==> src/rtl/reg_write_arbiter_pkg.sv <==
// rtl/reg_write_arbiter_pkg.sv - shared register-file constants and writeback types
package reg_write_arbiter_pkg;

    localparam int REG_ADDR_W = 5;
    localparam int DATA_W     = 32;
    localparam int NUM_REGS   = 32;
    localparam int AGE_W      = 2;

    typedef logic [REG_ADDR_W-1:0] reg_addr_t;
    typedef logic [DATA_W-1:0]     reg_data_t;

    localparam reg_addr_t REG_ZERO = '0;

    typedef struct packed {
        reg_addr_t addr;
        reg_data_t data;
    } wr_req_t;

    // Register 0 is hardwired zero; writes to it are accepted but dropped.
    function automatic logic writes_reg(input reg_addr_t addr);
        return addr != REG_ZERO;
    endfunction

endpackage

==> src/rtl/reg_write_arbiter_scoreboard.sv <==
// rtl/reg_write_arbiter_scoreboard.sv - pending-write busy vector with set/clear and two queries
module reg_scoreboard
    import reg_write_arbiter_pkg::*;
(
    input  logic      clk,
    input  logic      rst,
    input  logic      set_i,
    input  reg_addr_t set_addr_i,
    input  logic      clr_i,
    input  reg_addr_t clr_addr_i,
    input  reg_addr_t q_addr_s_i,
    input  reg_addr_t q_addr_t_i,
    output logic      q_busy_s_o,
    output logic      q_busy_t_o
);

    logic [NUM_REGS-1:0] busy_q;
    logic [NUM_REGS-1:0] busy_d;

    // Set is applied after clear so a re-issue in the completing cycle stays pending.
    always_comb begin
        busy_d = busy_q;
        if (clr_i) begin
            busy_d[clr_addr_i] = 1'b0;
        end
        if (set_i) begin
            busy_d[set_addr_i] = 1'b1;
        end
        busy_d[0] = 1'b0;
    end

    always_ff @(posedge clk or posedge rst) begin
        if (rst) begin
            busy_q <= '0;
        end else begin
            busy_q <= busy_d;
        end
    end

    assign q_busy_s_o = busy_q[q_addr_s_i];
    assign q_busy_t_o = busy_q[q_addr_t_i];

endmodule

==> src/rtl/reg_write_arbiter.sv <==
// rtl/reg_write_arbiter.sv - two-requester register writeback arbiter with B aging and scoreboard
module reg_write_arbiter
    import reg_write_arbiter_pkg::*;
#(
    parameter int AGE_LIMIT = 3
) (
    input  logic             clk,
    input  logic             rst,
    input  logic             a_valid,
    output logic             a_ready,
    input  logic [4:0]       a_addr,
    input  logic [31:0]      a_data,
    input  logic             b_valid,
    output logic             b_ready,
    input  logic [4:0]       b_addr,
    input  logic [31:0]      b_data,
    input  logic             sb_set,
    input  logic [4:0]       sb_set_addr,
    input  logic [4:0]       q_addr_s,
    input  logic [4:0]       q_addr_t,
    output logic             q_busy_s,
    output logic             q_busy_t,
    output logic             reg_write,
    output logic [4:0]       write_addr,
    output logic [31:0]      write_data,
    output logic [1:0]       b_age
);

    localparam logic [AGE_W-1:0] AGE_MAX = AGE_W'(AGE_LIMIT);

    logic [AGE_W-1:0] b_age_q, b_age_d;
    logic             reg_write_q, reg_write_d;
    wr_req_t          wr_q, wr_d;
    logic             b_aged;
    logic             a_xfer;
    logic             b_xfer;

    // Ready depends only on valids and age so requesters never see an address-driven loop.
    assign b_aged  = (b_age_q == AGE_MAX);
    assign a_ready = ~b_aged;
    assign b_ready = ~a_valid | b_aged;
    assign a_xfer  = a_valid & a_ready;
    assign b_xfer  = b_valid & b_ready;

    always_comb begin
        b_age_d = b_age_q;
        if (!b_valid || b_xfer) begin
            b_age_d = '0;
        end else if (!b_aged) begin
            b_age_d = b_age_q + 1'b1;
        end
    end

    always_comb begin
        wr_d        = wr_q;
        reg_write_d = 1'b0;
        if (a_xfer) begin
            wr_d        = '{addr: a_addr, data: a_data};
            reg_write_d = writes_reg(a_addr);
        end else if (b_xfer) begin
            wr_d        = '{addr: b_addr, data: b_data};
            reg_write_d = writes_reg(b_addr);
        end
    end

    always_ff @(posedge clk or posedge rst) begin
        if (rst) begin
            b_age_q     <= '0;
            reg_write_q <= 1'b0;
            wr_q        <= '0;
        end else begin
            b_age_q     <= b_age_d;
            reg_write_q <= reg_write_d;
            wr_q        <= wr_d;
        end
    end

    reg_scoreboard u_scoreboard (
        .clk        (clk),
        .rst        (rst),
        .set_i      (sb_set),
        .set_addr_i (sb_set_addr),
        .clr_i      (b_xfer),
        .clr_addr_i (b_addr),
        .q_addr_s_i (q_addr_s),
        .q_addr_t_i (q_addr_t),
        .q_busy_s_o (q_busy_s),
        .q_busy_t_o (q_busy_t)
    );

    assign reg_write  = reg_write_q;
    assign write_addr = wr_q.addr;
    assign write_data = wr_q.data;
    assign b_age      = b_age_q;

endmodule

==> config.mk <==
export PLATFORM = sky130hd
export DESIGN_NAME = reg_write_arbiter
export DESIGN_NICKNAME = d
export VERILOG_FILES = /design/src/rtl/reg_write_arbiter_pkg.sv /design/src/rtl/reg_write_arbiter_scoreboard.sv /design/src/rtl/reg_write_arbiter.sv
export SDC_FILE = /design/constraint.sdc
export NUM_CORES = 1
export LEC_CHECK = 0
export ABC_AREA = 1
export ABC_CLOCK_PERIOD_IN_PS = 2850
export BUFFER_PORTS_ARGS = -buffer_cell sky130_fd_sc_hd__clkbuf_2
export CORE_ASPECT_RATIO = 1.75
export CORE_MARGIN = 1
export CORE_UTILIZATION = 40
export DETAILED_ROUTE_END_ITERATION = 8
export PLACE_DENSITY = 0.67
export SLEW_MARGIN = 30
export SYNTH_ARGS = -nofsm -noshare
export SYNTH_HDL_FRONTEND = slang
export SYNTH_SLANG_ARGS = --single-unit
==> constraint.sdc <==
create_clock -name clk -period 2.85 [get_ports clk]
set_clock_uncertainty 0.15 [all_clocks]
set_input_delay 0.285 -clock clk [delete_from_list [all_inputs] [get_ports clk]]
set_output_delay 0.285 -clock clk [all_outputs]
set_load 0.05 [all_outputs]
==> out/summary.txt <==
Most numerous cell in the Yosys netlist: nand2_1
Pins Over Slew Limit: 0
Cell family with most CP delay: simple AND/OR/NAND/NOR gates
Reg2Reg Setup Slack: 630 ps
Total grt overflow: 0
Final RePlAce weighted congestion: 1.03
DR vias: 3977
Measured slew at the worst slew-check pin: 639 ps
Synth area leaders: dfrtp_1 (48%), nand2_1 (19%), nand3_1 (14%), o21ai_0 (6.2%), inv_1 (2.6%)
R2r endpoint: u_scoreboard.busy_q[26]
Fmax: 451 MHz
Fin worst setup slack: 633 ps
Vias per cell: 5.30
Crit. Startpoint: b_age[0]
Max_slew headroom: 57.3%
Post-CTS Setup Bufs: 0
Net count, final: 721
RSZ-0062 raised after global routing: false
WP data required: 2880 ps
Initial antenna violation count: 0
Status: complete, no violations
CTS clock-pin slew for the worst setup and hold paths: 60 ps
Top cell type's share of synthesized area: 48.2%
Port bufs: 137
I/O Pins: 138
Top FF cell, synth: dfrtp_1
Full die area: 9620 um^2
Fraction of registers with async set or reset after synthesis: 100%
Mean area per synthesized cell: 7.48 um^2
Slowest cell on crit path: dfrtp_1
Final setup viols: 0
R2R depth: 8
DR iter-0 viols: 201
Die width: 74.6 um
Power density cells: 690 nW/um^2
TritonCTS Buffers: 9
Max Cap Violations: 0
CTS tree: built
Global Route Usage Sum: 25.9%
Area Growth Syn to Fin: 30.5%
Worst vdd ir: 0.502 mV
Min-Delay Path Depth: 3
Final min period: 2220 ps
Critical-path cell list: ha_1 -> inv_2 -> nand2_4 -> inv_2 -> nor2_8 -> nand3_1 -> o21ai_0 -> o21ai_0
Setup TNS: 0 ps
First-pass GRT wire length: 18.5 mm
H-tree depth: 3
Final Util: 53.6%
CP max FO: 36
Row cnt: 46
Final ANT Viol Nets: 0
Final critical-path share of the clock period: 77.8%
CP bufs+invs: 2
Post-synthesis sequential area ratio: 48.2%
Clock root cell: clkbuf_16
Leak: 2.52 nW
Critical Path Start Type: flip-flop
CP Class: flip-flop to flip-flop
Diodes inserted: 0
Mapped Nets: 588
Share of cells above drive strength 1: 26.5%
Gate Count Post-Synth: 493
Hold Fails Final Rpt: 0
#FFs+latches synth: 71
CTS Buffer Depth: 2
CP peak stage delay: 380 ps
Worst skew pair latency: 330 ps
Hold Crit Start: b_data[16]
EDFF count, synth: 0
DRC violations left: 0
Core ar.: 8980 um^2
Netlist Area Pre-Place: 3690 um^2
WHS Endpoint: write_data[16]
Die height: 129 um
Initial Util: 41.1%
Synth warnings: 0
Most instantiated cells after synthesis: nand2_1 (191), nand3_1 (102), dfrtp_1 (71)
Crit end category: flip-flop
Vias in the first global route: 3767
Pin count of the biggest net entering global routing: 44
Worst reg2reg startpoint: b_age[0]
Pwr Total: 3.32 mW
Detailed Route WL: 11.7 mm
Clk sinks: 71
Drt first pass iters: 5
Synth area leader: dfrtp_1
Cell variety after synth: 19
HPWL Detailed: 9.07 mm
Worst Path Arrival: 2250 ps
Avg WL per Cell: 15.5 um
HP Class: input port to flip-flop
Pre-CTS WS: 637 ps
[cell usage in the layout, fill, tap and decap left out, drive strengths merged]
cell type	instances
clkbuf	149
nand2	194
buf	2
nor2	3
nor3b	1
nand3	102
clkinv	1
o21ai	62
bufinv	2
ha	1
clkinvlp	1
dlygate4sd3	1
o31ai	1
nor3	1
o211ai	6
nor4	1
dfrtp	71
inv	32
[where the power goes]
| part | switching, mW | leakage, nW | internal, mW |
|---|---|---|---|
| Combinational | 0.549 | 1.50 | 0.231 |
| Sequential | 0.126 | 0.856 | 1.17 |
| Clock | 0.407 | 0.165 | 0.839 |
| Total | 1.08 | 2.52 | 2.24 |
[sequential cells by signal, summed over array words and instances, names as in the netlist]
signal and flops:
u_scoreboard.busy_q 31, write_addr 5, write_data 32, b_age 2, reg_write 1
[stage by stage]
stage / hold slack, ps / area [um^2] / std cells
final: 7.29 / 4810 / 751
after CTS: 1.39 / 4810 / 751
after global routing: 14.4 / 4810 / 751
after detailed placement: 242 / 4460 / 734
after global placement: 230 / 4460 / 734
after floorplan: 255 / 3690 / 493
[cell families after synthesis]
family / count (synthesis) / share of synthesized area [%]
compound gates: 69 / 9.84
buf+inv: 50 / 5.73
flops: 71 / 48.2
fa+ha+maj: 1 / 0.339
simple gates: 302 / 35.9
[worst min-delay path, cell delays in order]
cell and delay (ps):
clkbuf_2 80, nand2_1 40, nand3_1 50
[final cells by class]
class                   count  area, um^2
inverters                  32         120
well taps                 120         150
fillers                   895        4170
clock inverters             4        76.3
repair buffers            140         723
multi-input cells         372        1700
clock buffers              12         267
flip-flops and latches     71        1780
[repair_timing]
action | 4_1_cts | 5_1_grt
gates resized for setup | 0 | 0
hold endpoints to repair | 28 | 0
setup endpoints to repair | 0 | 0
hold buffers | 1 | 0
[layer usage]
metal / vias to the layer above / track usage, % / wire length (um)
li1: 1897 / - / -
met1: 1811 / 28.8 / 4230
met2: 226 / 42.7 / 5960
met3: 43 / 5.83 / 774
met4: 0 / 18.2 / 682
met5: - / 0 / 0
[how the worst max path moves through the flow]
stage	to	depth (start not counted)
floorplan	b_age[0]	1
global route	u_scoreboard.busy_q[26]	8
CTS	u_scoreboard.busy_q[26]	8
global placement	u_scoreboard.busy_q[30]	8
finish	u_scoreboard.busy_q[26]	8
detailed placement	u_scoreboard.busy_q[26]	8
Power figures use the tool's default switching activity.
